$ cat config.mk
export PLATFORM = sky130hd
export DESIGN_NAME = rv32i_decode_stage
export DESIGN_NICKNAME = d
export VERILOG_FILES = /design/src/rtl/rv32i_decode_stage.sv
export SDC_FILE = /design/constraint.sdc
export NUM_CORES = 1
export LEC_CHECK = 0
export CAP_MARGIN = 20
export CORE_ASPECT_RATIO = 0.8
export CORE_MARGIN = 2
export CORE_UTILIZATION = 25
export CTS_CLUSTER_SIZE = 16
export DETAILED_ROUTE_END_ITERATION = 6
export GPL_ROUTABILITY_DRIVEN = 0
export GPL_TIMING_DRIVEN = 0
export PLACE_DENSITY_LB_ADDON = 0.25
export SYNTH_ARGS = -nofsm -noshare
export SYNTH_HDL_FRONTEND = slang
export SYNTH_SLANG_ARGS = --single-unit
$ cat constraint.sdc
create_clock -name clk -period 2.1 [get_ports clk]
set_clock_uncertainty 0.05 [all_clocks]
set_input_delay 0.42 -clock clk [delete_from_list [all_inputs] [get_ports clk]]
set_output_delay 0.42 -clock clk [all_outputs]
set_load 0.1 [all_outputs]
$ cat src/rtl/rv32i_decode_stage.sv
// rv32i_decode_stage
// Single-register-stage RV32I decoder between fetch and execute.
// The fetch side hands over an instruction and its PC with valid/ready.
// The stage registers the decoded bundle and offers it to execute with valid/ready.
// The decoded bundle holds the ALU op, register indices, immediate, operand selects,
// memory/branch/jump enables and an illegal-encoding flag.
// flush squashes the held bundle and blocks acceptance in the same cycle.
module rv32i_decode_stage #(
  parameter int XLEN = 32
) (
  input  logic            clk,
  input  logic            rst_n,
  input  logic            flush,
  input  logic            in_valid,
  output logic            in_ready,
  input  logic [31:0]     in_instr,
  input  logic [XLEN-1:0] in_pc,
  output logic            out_valid,
  input  logic            out_ready,
  output logic [XLEN-1:0] out_pc,
  output logic [3:0]      alu_ctrl,
  output logic [4:0]      rs1,
  output logic [4:0]      rs2,
  output logic [4:0]      rd,
  output logic [31:0]     imm,
  output logic [1:0]      op1_sel,
  output logic            op2_sel,
  output logic            reg_we,
  output logic            mem_rd,
  output logic            mem_wr,
  output logic [2:0]      funct3_o,
  output logic            branch,
  output logic            jump,
  output logic            illegal
);

  // Major opcodes (instr[6:0])
  localparam logic [6:0] OPC_OP     = 7'b0110011;
  localparam logic [6:0] OPC_OP_IMM = 7'b0010011;
  localparam logic [6:0] OPC_LOAD   = 7'b0000011;
  localparam logic [6:0] OPC_STORE  = 7'b0100011;
  localparam logic [6:0] OPC_BRANCH = 7'b1100011;
  localparam logic [6:0] OPC_JAL    = 7'b1101111;
  localparam logic [6:0] OPC_JALR   = 7'b1100111;
  localparam logic [6:0] OPC_LUI    = 7'b0110111;
  localparam logic [6:0] OPC_AUIPC  = 7'b0010111;
  localparam logic [6:0] OPC_FENCE  = 7'b0001111;

  // ALU op encodings seen by execute
  localparam logic [3:0] ALU_ADD  = 4'b0000;
  localparam logic [3:0] ALU_SUB  = 4'b1000;
  localparam logic [3:0] ALU_SLL  = 4'b0001;
  localparam logic [3:0] ALU_SLT  = 4'b0010;
  localparam logic [3:0] ALU_SLTU = 4'b0011;
  localparam logic [3:0] ALU_SRL  = 4'b0101;
  localparam logic [3:0] ALU_SRA  = 4'b1101;

  // Operand-1 selects
  localparam logic [1:0] OP1_RS1  = 2'b00;
  localparam logic [1:0] OP1_PC   = 2'b01;
  localparam logic [1:0] OP1_ZERO = 2'b10;

  localparam logic [6:0] F7_ZERO = 7'b0000000;
  localparam logic [6:0] F7_ALT  = 7'b0100000;

  // Immediate extraction helpers; each returns a sign-extended 32-bit value.
  function automatic logic [31:0] imm_i(input logic [31:0] ins);
    imm_i = {{20{ins[31]}}, ins[31:20]};
  endfunction

  function automatic logic [31:0] imm_s(input logic [31:0] ins);
    imm_s = {{20{ins[31]}}, ins[31:25], ins[11:7]};
  endfunction

  function automatic logic [31:0] imm_b(input logic [31:0] ins);
    imm_b = {{19{ins[31]}}, ins[31], ins[7], ins[30:25], ins[11:8], 1'b0};
  endfunction

  function automatic logic [31:0] imm_u(input logic [31:0] ins);
    imm_u = {ins[31:12], 12'h000};
  endfunction

  function automatic logic [31:0] imm_j(input logic [31:0] ins);
    imm_j = {{11{ins[31]}}, ins[31], ins[19:12], ins[20], ins[30:21], 1'b0};
  endfunction

  // Instruction fields
  logic [6:0] w_opc;
  logic [2:0] w_f3;
  logic [6:0] w_f7;
  logic [4:0] w_rs1;
  logic [4:0] w_rs2;
  logic [4:0] w_rd;

  assign w_opc = in_instr[6:0];
  assign w_f3  = in_instr[14:12];
  assign w_f7  = in_instr[31:25];
  assign w_rs1 = in_instr[19:15];
  assign w_rs2 = in_instr[24:20];
  assign w_rd  = in_instr[11:7];

  // Raw decode results (before illegal / rd==0 gating)
  logic [3:0]  w_alu;
  logic [1:0]  w_op1;
  logic        w_op2;
  logic [31:0] w_imm;
  logic        w_we_raw;
  logic        w_mrd_raw;
  logic        w_mwr_raw;
  logic        w_br_raw;
  logic        w_jmp_raw;
  logic        w_ill;

  // Gated decode results that get registered
  logic        w_we;
  logic        w_mrd;
  logic        w_mwr;
  logic        w_br;
  logic        w_jmp;
  logic        w_accept;

  // Output-stage registers
  logic            r_out_valid;
  logic [XLEN-1:0] r_pc;
  logic [3:0]      r_alu;
  logic [4:0]      r_rs1;
  logic [4:0]      r_rs2;
  logic [4:0]      r_rd;
  logic [31:0]     r_imm;
  logic [1:0]      r_op1;
  logic            r_op2;
  logic            r_we;
  logic            r_mrd;
  logic            r_mwr;
  logic [2:0]      r_f3;
  logic            r_br;
  logic            r_jmp;
  logic            r_ill;

  // Instruction decode: opcode/funct fields to control, immediate and legality.
  always_comb begin
    w_alu     = ALU_ADD;
    w_op1     = OP1_RS1;
    w_op2     = 1'b0;
    w_imm     = 32'h0000_0000;
    w_we_raw  = 1'b0;
    w_mrd_raw = 1'b0;
    w_mwr_raw = 1'b0;
    w_br_raw  = 1'b0;
    w_jmp_raw = 1'b0;
    w_ill     = 1'b0;
    if (in_instr[1:0] != 2'b11) begin
      w_ill = 1'b1;
    end else begin
      case (w_opc)
        OPC_OP: begin
          w_alu    = {w_f7[5], w_f3};
          w_we_raw = 1'b1;
          if ((w_f7 == F7_ZERO) ||
              ((w_f7 == F7_ALT) && ((w_f3 == 3'b000) || (w_f3 == 3'b101)))) begin
            w_ill = 1'b0;
          end else begin
            w_ill = 1'b1;
          end
        end
        OPC_OP_IMM: begin
          w_op2    = 1'b1;
          w_we_raw = 1'b1;
          case (w_f3)
            3'b001: begin
              w_alu = ALU_SLL;
              w_imm = {27'h0000000, in_instr[24:20]};
              if (w_f7 == F7_ZERO) begin
                w_ill = 1'b0;
              end else begin
                w_ill = 1'b1;
              end
            end
            3'b101: begin
              w_imm = {27'h0000000, in_instr[24:20]};
              if (w_f7 == F7_ZERO) begin
                w_alu = ALU_SRL;
              end else if (w_f7 == F7_ALT) begin
                w_alu = ALU_SRA;
              end else begin
                w_ill = 1'b1;
              end
            end
            default: begin
              w_alu = {1'b0, w_f3};
              w_imm = imm_i(in_instr);
            end
          endcase
        end
        OPC_LOAD: begin
          w_op2     = 1'b1;
          w_imm     = imm_i(in_instr);
          w_we_raw  = 1'b1;
          w_mrd_raw = 1'b1;
          case (w_f3)
            3'b000, 3'b001, 3'b010, 3'b100, 3'b101: w_ill = 1'b0;
            default:                                w_ill = 1'b1;
          endcase
        end
        OPC_STORE: begin
          w_op2     = 1'b1;
          w_imm     = imm_s(in_instr);
          w_mwr_raw = 1'b1;
          case (w_f3)
            3'b000, 3'b001, 3'b010: w_ill = 1'b0;
            default:                w_ill = 1'b1;
          endcase
        end
        OPC_BRANCH: begin
          w_imm    = imm_b(in_instr);
          w_br_raw = 1'b1;
          case (w_f3)
            3'b000, 3'b001: w_alu = ALU_SUB;
            3'b100, 3'b101: w_alu = ALU_SLT;
            3'b110, 3'b111: w_alu = ALU_SLTU;
            default:        w_ill = 1'b1;
          endcase
        end
        OPC_JAL: begin
          w_op1     = OP1_PC;
          w_op2     = 1'b1;
          w_imm     = imm_j(in_instr);
          w_we_raw  = 1'b1;
          w_jmp_raw = 1'b1;
        end
        OPC_JALR: begin
          w_op2     = 1'b1;
          w_imm     = imm_i(in_instr);
          w_we_raw  = 1'b1;
          w_jmp_raw = 1'b1;
          if (w_f3 == 3'b000) begin
            w_ill = 1'b0;
          end else begin
            w_ill = 1'b1;
          end
        end
        OPC_LUI: begin
          w_op1    = OP1_ZERO;
          w_op2    = 1'b1;
          w_imm    = imm_u(in_instr);
          w_we_raw = 1'b1;
        end
        OPC_AUIPC: begin
          w_op1    = OP1_PC;
          w_op2    = 1'b1;
          w_imm    = imm_u(in_instr);
          w_we_raw = 1'b1;
        end
        OPC_FENCE: begin
          w_ill = 1'b0;
        end
        default: begin
          w_ill = 1'b1;
        end
      endcase
    end
  end

  // An illegal encoding must never cause architectural side effects; writes to x0 are dropped.
  assign w_we  = w_we_raw  && !w_ill && (w_rd != 5'd0);
  assign w_mrd = w_mrd_raw && !w_ill;
  assign w_mwr = w_mwr_raw && !w_ill;
  assign w_br  = w_br_raw  && !w_ill;
  assign w_jmp = w_jmp_raw && !w_ill;

  // Handshake: a squash or a stalled full stage refuses new input.
  assign in_ready = !flush && (!r_out_valid || out_ready);
  assign w_accept = in_valid && in_ready;

  // Output stage: flush squashes, accept loads, drain empties, otherwise hold.
  always_ff @(posedge clk or negedge rst_n) begin
    if (!rst_n) begin
      r_out_valid <= 1'b0;
      r_pc        <= '0;
      r_alu       <= 4'b0000;
      r_rs1       <= 5'd0;
      r_rs2       <= 5'd0;
      r_rd        <= 5'd0;
      r_imm       <= 32'h0000_0000;
      r_op1       <= 2'b00;
      r_op2       <= 1'b0;
      r_we        <= 1'b0;
      r_mrd       <= 1'b0;
      r_mwr       <= 1'b0;
      r_f3        <= 3'b000;
      r_br        <= 1'b0;
      r_jmp       <= 1'b0;
      r_ill       <= 1'b0;
    end else if (flush) begin
      r_out_valid <= 1'b0;
    end else if (w_accept) begin
      r_out_valid <= 1'b1;
      r_pc        <= in_pc;
      r_alu       <= w_alu;
      r_rs1       <= w_rs1;
      r_rs2       <= w_rs2;
      r_rd        <= w_rd;
      r_imm       <= w_imm;
      r_op1       <= w_op1;
      r_op2       <= w_op2;
      r_we        <= w_we;
      r_mrd       <= w_mrd;
      r_mwr       <= w_mwr;
      r_f3        <= w_f3;
      r_br        <= w_br;
      r_jmp       <= w_jmp;
      r_ill       <= w_ill;
    end else if (out_ready) begin
      r_out_valid <= 1'b0;
    end else begin
      r_out_valid <= r_out_valid;
    end
  end

  assign out_valid = r_out_valid;
  assign out_pc    = r_pc;
  assign alu_ctrl  = r_alu;
  assign rs1       = r_rs1;
  assign rs2       = r_rs2;
  assign rd        = r_rd;
  assign imm       = r_imm;
  assign op1_sel   = r_op1;
  assign op2_sel   = r_op2;
  assign reg_we    = r_we;
  assign mem_rd    = r_mrd;
  assign mem_wr    = r_mwr;
  assign funct3_o  = r_f3;
  assign branch    = r_br;
  assign jump      = r_jmp;
  assign illegal   = r_ill;

endmodule

; After elaboration in Yosys (flattened, before gate mapping)
; Cells that the tools add are included.
[word_totals]
out_inout_bits = 97
mem_bits_ro = 0
latch_bits = 0
word_cells = 106
mem_bits_rw = 0
n_memories = 0
inputBits = 69
ff_bits = 96
[classes]
bitwise = 1
magnitude_cmp = 0
shifts = 0
mux = 37
reduce_logical = 34
n_eq_ne = 18
div = 0
multipliers = 0
add_sub_neg = 0
[ops]
columns = op, count
row1 = $pmux 32 s6, 1
row2 = $mux 32, 2
row3 = $eq 7x6->1 const B, 4
row4 = $mux 1, 24
row5 = $pmux 4 s3, 2
row6 = $eq 7x7->1 const B, 3
row7 = $reduce_or 2->1, 8
row8 = $eq 7x5->1 const B, 2
row9 = $reduce_or 7->1, 2
row10 = $eq 3x3->1 const B, 4
row11 = $mux 4, 3
row12 = $logic_and 1x1->1, 9
row13 = $pmux 4 s2, 1
row14 = $eq 7x2->1 const B, 1
row15 = $eq 7x4->1 const B, 1
row16 = $logic_not 7->1, 1
row17 = $pmux 1 s7, 1
row18 = $reduce_or 6->1, 1
row19 = $reduce_bool 5->1, 1
row20 = $reduce_or 5->1, 1
row21 = $pmux 2 s2, 1
row22 = $reduce_or 4->1, 1
row23 = $eq 3x1->1 const B, 1
row24 = $eq 3x2->1 const B, 1
row25 = other kinds (10), 14

; Depth between registers and ports, before layout
; Gate-level depths: netlist of run 1.
[depth]
depth_word = 10
depth_mapped = 7
depth_no_buf = 5

; Worst setup path after synthesis of run 1
; Ideal clock, no wire load.
[synth_path]
path_type = reg2out
start = reg r_out_valid, in the netlist out_valid
end = out in_ready
setup_slack_ns = -0.649
arrival_time_ns = 2.279
required_time_ns = 1.630
stages_incl_launch_ff = 3
cell_sequence = dfrtp_1 -> nor2b_1 -> nor2_1
[synth_via]
elab_chain_cells = 3
[synth_rtl]
columns = item, line_no
row1 = start: declaration, 123  ; logic r_out_valid;
row2 = start signal: assignment, 316  ; r_out_valid <= r_out_valid;
row3 = $logic_not 1->1, 272  ; assign in_ready = !flush && (!r_out_valid || out_ready);
row4 = $logic_or 1x1->1, 272
row5 = $logic_and 1x1->1, 272
row6 = end: declaration, 15  ; output logic in_ready,
; Every way passes these cells.

; Worst setup path after layout of run 1
[layout_path]
start = reg r_imm[23], in the netlist imm[23]
end = out imm[23]
[layout_lines]
columns = item, line_no
row1 = start: declaration, 129  ; logic [31:0] r_imm;
row2 = start signal: assignment, 303  ; r_imm <= w_imm;
row3 = end: declaration, 25  ; output logic [31:0] imm,
; No word-level cell between the ends.

==> run_results.csv, run 1 <==
group,metric,value,unit
status,status,"completed",
min_path,min_path_cells,2,
worst_setup_path,slowest_stage,"dlygate4sd2_1",
timing,slew_headroom,32.5,%
floorplanning,core,17200,sq um
synthesis,yosysTopAreaCellShare,55.2,%
synthesis,ys_warn_count,0,
power,p_leak,0.00333,uW
worst_setup_path,startpoint_type,"flop",
worst_setup_path,cp_top_family,"buffers and inverters",
floorplanning,rows,43,
grt,first_global_vias,4043,
worst_setup_path,cpPeakStageDelay,0.88,ns
grt,grt.busiest_layer,"met2",
worst_setup_path,r2r-end,"mem_rd",
floorplanning,die_h,122,um
placed_design,portBuffers,163,
synthesis,synth_area_leader_cell,"dfrtp_1",
floorplanning,fp.dieW,151,um
grt,grt_start_max_net_pins,69,
routing,route.detailed.drc,0,
routing,ant_nets,0,
finish,diodes,0,
synthesis,synth_cell_types,57,
clocking,cts_sinks,96,
routing,avgViaCountPerCell,4.73,
clocking,ctsHtreeMaxLevel,3,
synthesis,synthArstFlopShare,100,%
routing,drt_iter0_markers,229,
placed_design,pre_cts_slack,-0.621,ns
worst_setup_path,worstReg2RegStart,"out_valid",
floorplanning,num_io_pins,166,
synthesis,ys_seq_area_share,55.2,%
worst_setup_path,crit_path_end,"imm[23]",
timing,finalCritPeriodShare,98.7,%
worst_setup_path,worst-path-buf-inv,1,
worst_setup_path,required,1.63,ns
timing,report.final.slew_viol_count,0,
finish,fill_cells,1732,
synthesis,synth_edf_count,0,
routing,drt-pass1-iter-count,7,
grt,antenna_found_initial,0,
worst_setup_path,worstSetupEndpointType,"output port",
grt,grt_pass1_wl,22600,um
worst_setup_path,criticalPathCategory,"flop to output port",
floorplanning,die_area,18500,sq um
grt,grtUsageMet1,22.2,%
synthesis,synthesis.area,4350,sq um
clocking,clkTransAtPathRegs,0.07,ns
flow_run,maxCapViolCount,0,
worst_setup_path,crit_chain,"dlygate4sd2_1",
synthesis,synth_cells,476,
synthesis,synthesis.nets,545,
worst_setup_path,r2r_slack,0.29,ns
grt,grt-ovfl-total,0,
synthesis,synthTopCellsByArea,"dfrtp_1 55%, nand2_1 16%, a22o_1 2.6%, nand3_1 2.3%, nor2_1 2.1%",
clocking,clock_tree.root_cell,"clkbuf_16",
timing,rsz0062_at_grt,"true",
timing,fmax,0.483,GHz
worst_setup_path,crit_fanout,2,
synthesis,synthFlopType,"dfrtp_1",
clocking,numCtsBuffers,9,
grt,grt_util_met3,5.47,%
floorplanning,start_util,25.3,%
min_path,hold_path.class,"flop to flop",
finish,num-nets-final,724,
placed_design,dp_hpwl,11000,um
synthesis,synth_seq_cells,96,
worst_setup_path,path_depth,1,
timing,finalSetupViolations,0,
worst_setup_path,r2r_cells,6,
finish,drive_above_1_share,10.9,%
synthesis,syn_area_per_cell,9.14,sq um
clocking,cts_tree,"done",
routing,wl,14800,um
timing,fin_crit,2.07,ns
timing,worstMarginPinSlew,1.02,ns
timing,layout_setup_ws,0.0282,ns
power,power_density,862,nW/um^2
timing,holdWs,0.421,ns
grt,grtUsageMet2,24.8,%
worst_setup_path,startpoint,"imm[23]",
clocking,insertion_delay,0.35,ns
worst_setup_path,cp_data_arrival_time,1.60,ns
power,ir_drop,0.392,mV
finish,multi_input_area,1890,sq um
grt,track_usage,16.1,%
clocking,clk_path_buf_depth,2,
finish,seq_area,2400,sq um
routing,wl_per_cell,16.7,um
finish,area_growth,52.3,%
routing,via_count,4187,
timing,hold_viol,0,
## registers in the layout, summed over array words and instances, names as in the netlist, 2 cells and up
| signal | flops |
|---|---|
| op1_sel | 2 |
| rs2 | 5 |
| alu_ctrl | 4 |
| rd | 5 |
| imm | 32 |
| funct3_o | 3 |
| out_pc | 32 |
| rs1 | 5 |
## synthesized netlist by cell type (4+ instances only)
cell        n
nand2_1   186
dfrtp_1    96
nor2_1     24
nand3_1    20
clkbuf_1   19
a22o_1     13
a22oi_1    11
o21ai_0    10
buf_2       7
a31oi_1     6
a21oi_1     5
a32oi_1     5
nor2b_1     5
a221o_2     4
## report_power, final
part | switching [uW] | total (uW) | internal (uW)
Clock | 766 | 1700 | 936
Combinational | 1550 | 1930 | 379
Sequential | 82.2 | 2080 | 2000
## what timing repair did
| item | CTS | global route |
|---|---|---|
| setup buffers | 1 | 4 |
| hold endpoints to repair | 28 | 0 |
| hold buffers | 1 | 0 |
| pin swaps | 1 | 3 |
| setup endpoints to repair | 161 | 56 |
| gates resized for setup | 112 | 44 |
## area by class of cell
type	count	area share (%)
Sequential cell	96	36.3
Multi-Input combinational cell	346	28.6
Timing Repair Buffer	170	23.9
Tap cell	225	4.25
Clock buffer	9	3.40
Buffer	29	2.19
Clock inverter	7	1.23
Inverter	3	0.170
## routing by layer
metal | up-vias | wire [um]
met5 | - | 0
met4 | 0 | 92
met3 | 6 | 1040
met2 | 128 | 6910
met1 | 2067 | 6750
li1 | 1986 | -
## layout by cell type (no fill, tap or decap), types with 4 or more instances in the layout
cell and count:
a21oi_1 4, a221o_2 4, a22o_1 13, a22oi_1 11, a31oi_1 5, a32oi_1 5
buf_2 7, buf_4 8, clkbuf_1 11, clkbuf_16 9, clkbuf_2 10, clkdlybuf4s15_1 15
clkdlybuf4s50_1 63, dfrtp_1 95, dlygate4sd2_1 76, nand2_1 185, nand3_1 19, nor2_1 23
nor2b_1 4, o21ai_0 10
## worst min path at each step
stage,start,to
finish,out_pc[17],out_pc[17]
CTS,out_pc[17],out_pc[17]
floorplan,rst_n,alu_ctrl[0]
global placement,out_pc[29],out_pc[29]
detailed placement,rst_n,out_pc[22]
global route,out_pc[3],out_pc[3]
## metrics by stage
stage	cells	TNS [ns]	power, uW	area (sq um)	utilization [%]
2_1_floorplan	476	0	3520	4360	-
3_3_place_gp	864	-330.36	4130	6270	36.5
3_5_place_dp	865	-40.66	4150	6300	36.7
4_1_cts	882	0	5760	6550	38.2
5_1_grt	885	-0.0169	5950	6630	38.6
6_report	885	0	5710	6630	38.6
## cell families (layout without fill, tap and decap cells)
logic type	after synthesis	in the layout	share of synthesized area, %
xor+xnor	1	1	0.201
buf+inv	34	218	3.39
compound gates	74	74	13.4
flops	96	96	55.2
simple gates	270	270	27.5
mux	1	1	0.230
Power figures use the tool's default switching activity.
==> run 2: changes to the inputs <==
==> constraint.sdc (replaced) <==
create_clock -name clk -period 2.13 [get_ports clk]
set_clock_uncertainty 0.05 [all_clocks]
set_input_delay 0.426 -clock clk [delete_from_list [all_inputs] [get_ports clk]]
set_output_delay 0.426 -clock clk [all_outputs]
set_load 0.1 [all_outputs]
==> run_results.csv, run 2 (synthesis results as in run 1) <==
group,metric,value,unit
status,status,"completed",
worst_setup_path,r2r_slack,0.29,ns
timing,worstMarginPinSlew,1.02,ns
routing,avgViaCountPerCell,4.76,
worst_setup_path,r2r-end,"reg_we",
min_path,hold_path.class,"flop to flop",
worst_setup_path,r2r_cells,6,
power,combPwrFrac,33.8,%
power,ir_drop,0.388,mV
placed_design,placed_cell_area,6300,sq um
power,power_density,851,nW/um^2
clocking,cts_sinks,96,
worst_setup_path,worstReg2RegStart,"out_valid",
timing,slew_headroom,32.2,%
finish,fin_area,6620,sq um
grt,first_global_vias,4061,
grt,antenna_found_initial,0,
routing,ant_nets,0,
placed_design,placedCellCount,865,
timing,finalSetupViolations,0,
floorplanning,fp.dieW,151,um
timing,report.final.slew_viol_count,0,
timing,hold_viol,0,
clocking,cts_tree,"done",
worst_setup_path,startpoint,"out_ready",
floorplanning,core,17200,sq um
routing,drt_iter0_markers,216,
power,finalPower,5630,uW
power,p_leak,0.00334,uW
worst_setup_path,criticalPathCategory,"input port to output port",
finish,stdcell_count,885,
flow_run,maxCapViolCount,0,
finish,num-nets-final,724,
clocking,numCtsBuffers,9,
worst_setup_path,startpoint_type,"input port",
floorplanning,die_area,18500,sq um
timing,holdWs,0.421,ns
clocking,clock_tree.root_cell,"clkbuf_16",
finish,area_growth,52.2,%
placed_design,dp_hpwl,11000,um
clocking,clkTransAtPathRegs,0.06,ns
worst_setup_path,crit_path_end,"in_ready",
placed_design,portBuffers,163,
clocking,clk_path_buf_depth,2,
floorplanning,start_util,25.3,%
routing,drt-pass1-iter-count,5,
power,power.share.switching,42.0,%
finish,drive_above_1_share,9.70,%
floorplanning,die_h,122,um
finish,layout_common_cells,"185 x nand2_1, 95 x dfrtp_1, 91 x dlygate4sd2_1, 65 x clkdlybuf4s50_1, 23 x nor2_1",
routing,route.detailed.drc,0,
finish,diodes,0,
power,switchingPower,2360,uW
routing,wl_per_cell,16.7,um
clocking,insertion_delay,0.35,ns
routing,wl,14800,um
timing,finalCritPeriodShare,98.1,%
worst_setup_path,crit_fanout,2,
power,p_int,3270,uW
grt,grt_pass1_wl,22600,um
worst_setup_path,required,1.65,ns
grt,grt_start_max_net_pins,69,
worst_setup_path,cp_data_arrival_time,1.61,ns
grt,track_usage,16.0,%
timing,fmax,0.479,GHz
timing,fin_crit,2.09,ns
routing,via_count,4213,
floorplanning,num_io_pins,166,
grt,grt-ovfl-total,0,
power,p_seq_share,36.4,%
worst_setup_path,worstSetupEndpointType,"output port",
floorplanning,rows,43,
clocking,ctsHtreeMaxLevel,3,
finish,final_common_cell,"nand2_1",
timing,fin_tns_setup,0,ns
power,clkPwrFrac,29.8,%
## run 2: changes by cell type in the layout (fill, tap and decap cells not counted), moves of 2 or more
cell,previous run,this run
buf_2,7,4
clkbuf_1,11,13
clkbuf_2,10,5
clkdlybuf4s15_1,15,5
clkdlybuf4s50_1,63,65
dlygate4sd2_1,76,91
dlymetal6s2s_1,2,0
## run 2: what timing repair did
action                                 4_1_cts  5_1_grt
setup endpoints to repair                  160       43
hold buffers                                 1        0
pin swaps                                    0        5
buffers inserted                             0        5
endpoints found under the hold margin       28        0
gates resized for setup                    108       21
## run 2: layout make-up
class / instances / area [sq um]
tap: 225 / 282
clock buffer: 9 / 225
sequential: 96 / 2400
multi-input combinational: 346 / 1880
inverter: 3 / 11.3
clock inverter: 7 / 81.3
timing repair buffer: 170 / 1590
buffer: 29 / 143
fill: 1737 / 10500
## run 2: worst max-delay path, cell delays in order
cell             delay, ns
clkdlybuf4s50_1       0.43
nor2b_1               0.24
nor2_4                0.04
clkdlybuf4s18_2       0.47
## run 2: how the worst min path moves through the flow
stage / slack (ns) / from / endpoint / cells after the start
6_report: 0.42 / out_pc[17] / out_pc[17] / 2
5_1_grt: 0.44 / out_pc[3] / out_pc[3] / 2
4_1_cts: 0.42 / out_pc[17] / out_pc[17] / 2
3_5_place_dp: 0.33 / rst_n / out_pc[22] / 1
3_3_place_gp: 0.41 / out_pc[29] / out_pc[29] / 2
2_1_floorplan: 0.08 / rst_n / alu_ctrl[0] / 0
## run 2: through the flow
step           setup slack (ns)  util (%)
2_1_floorplan             0.237         -
3_3_place_gp              -3.36      36.5
3_5_place_dp             -0.597      36.7
4_1_cts                 0.00638      38.0
5_1_grt                 -0.0327      38.6
6_report                 0.0415      38.6
## run 2: power groups by stage
stage                     clock (uW)  combinational (uW)  sequential, uW
after floorplan                    0                 273            3200
after detailed placement           0                2000            2090
after global routing            1810                1980            2070
after global placement             0                1980            2090
final                           1680                1900            2050
after CTS                       1730                1900            2050
## run 2: layer usage
| layer | vias to the layer above | share of wire [%] | GRT usage (%) |
|---|---|---|---|
| li1 | 1988 | - | - |
| met1 | 2082 | 45 | 22.1 |
| met2 | 134 | 46 | 24.9 |
| met3 | 9 | 7.9 | 5.47 |
| met4 | 0 | 0.75 | 2.63 |
| met5 | - | 0 | 0 |
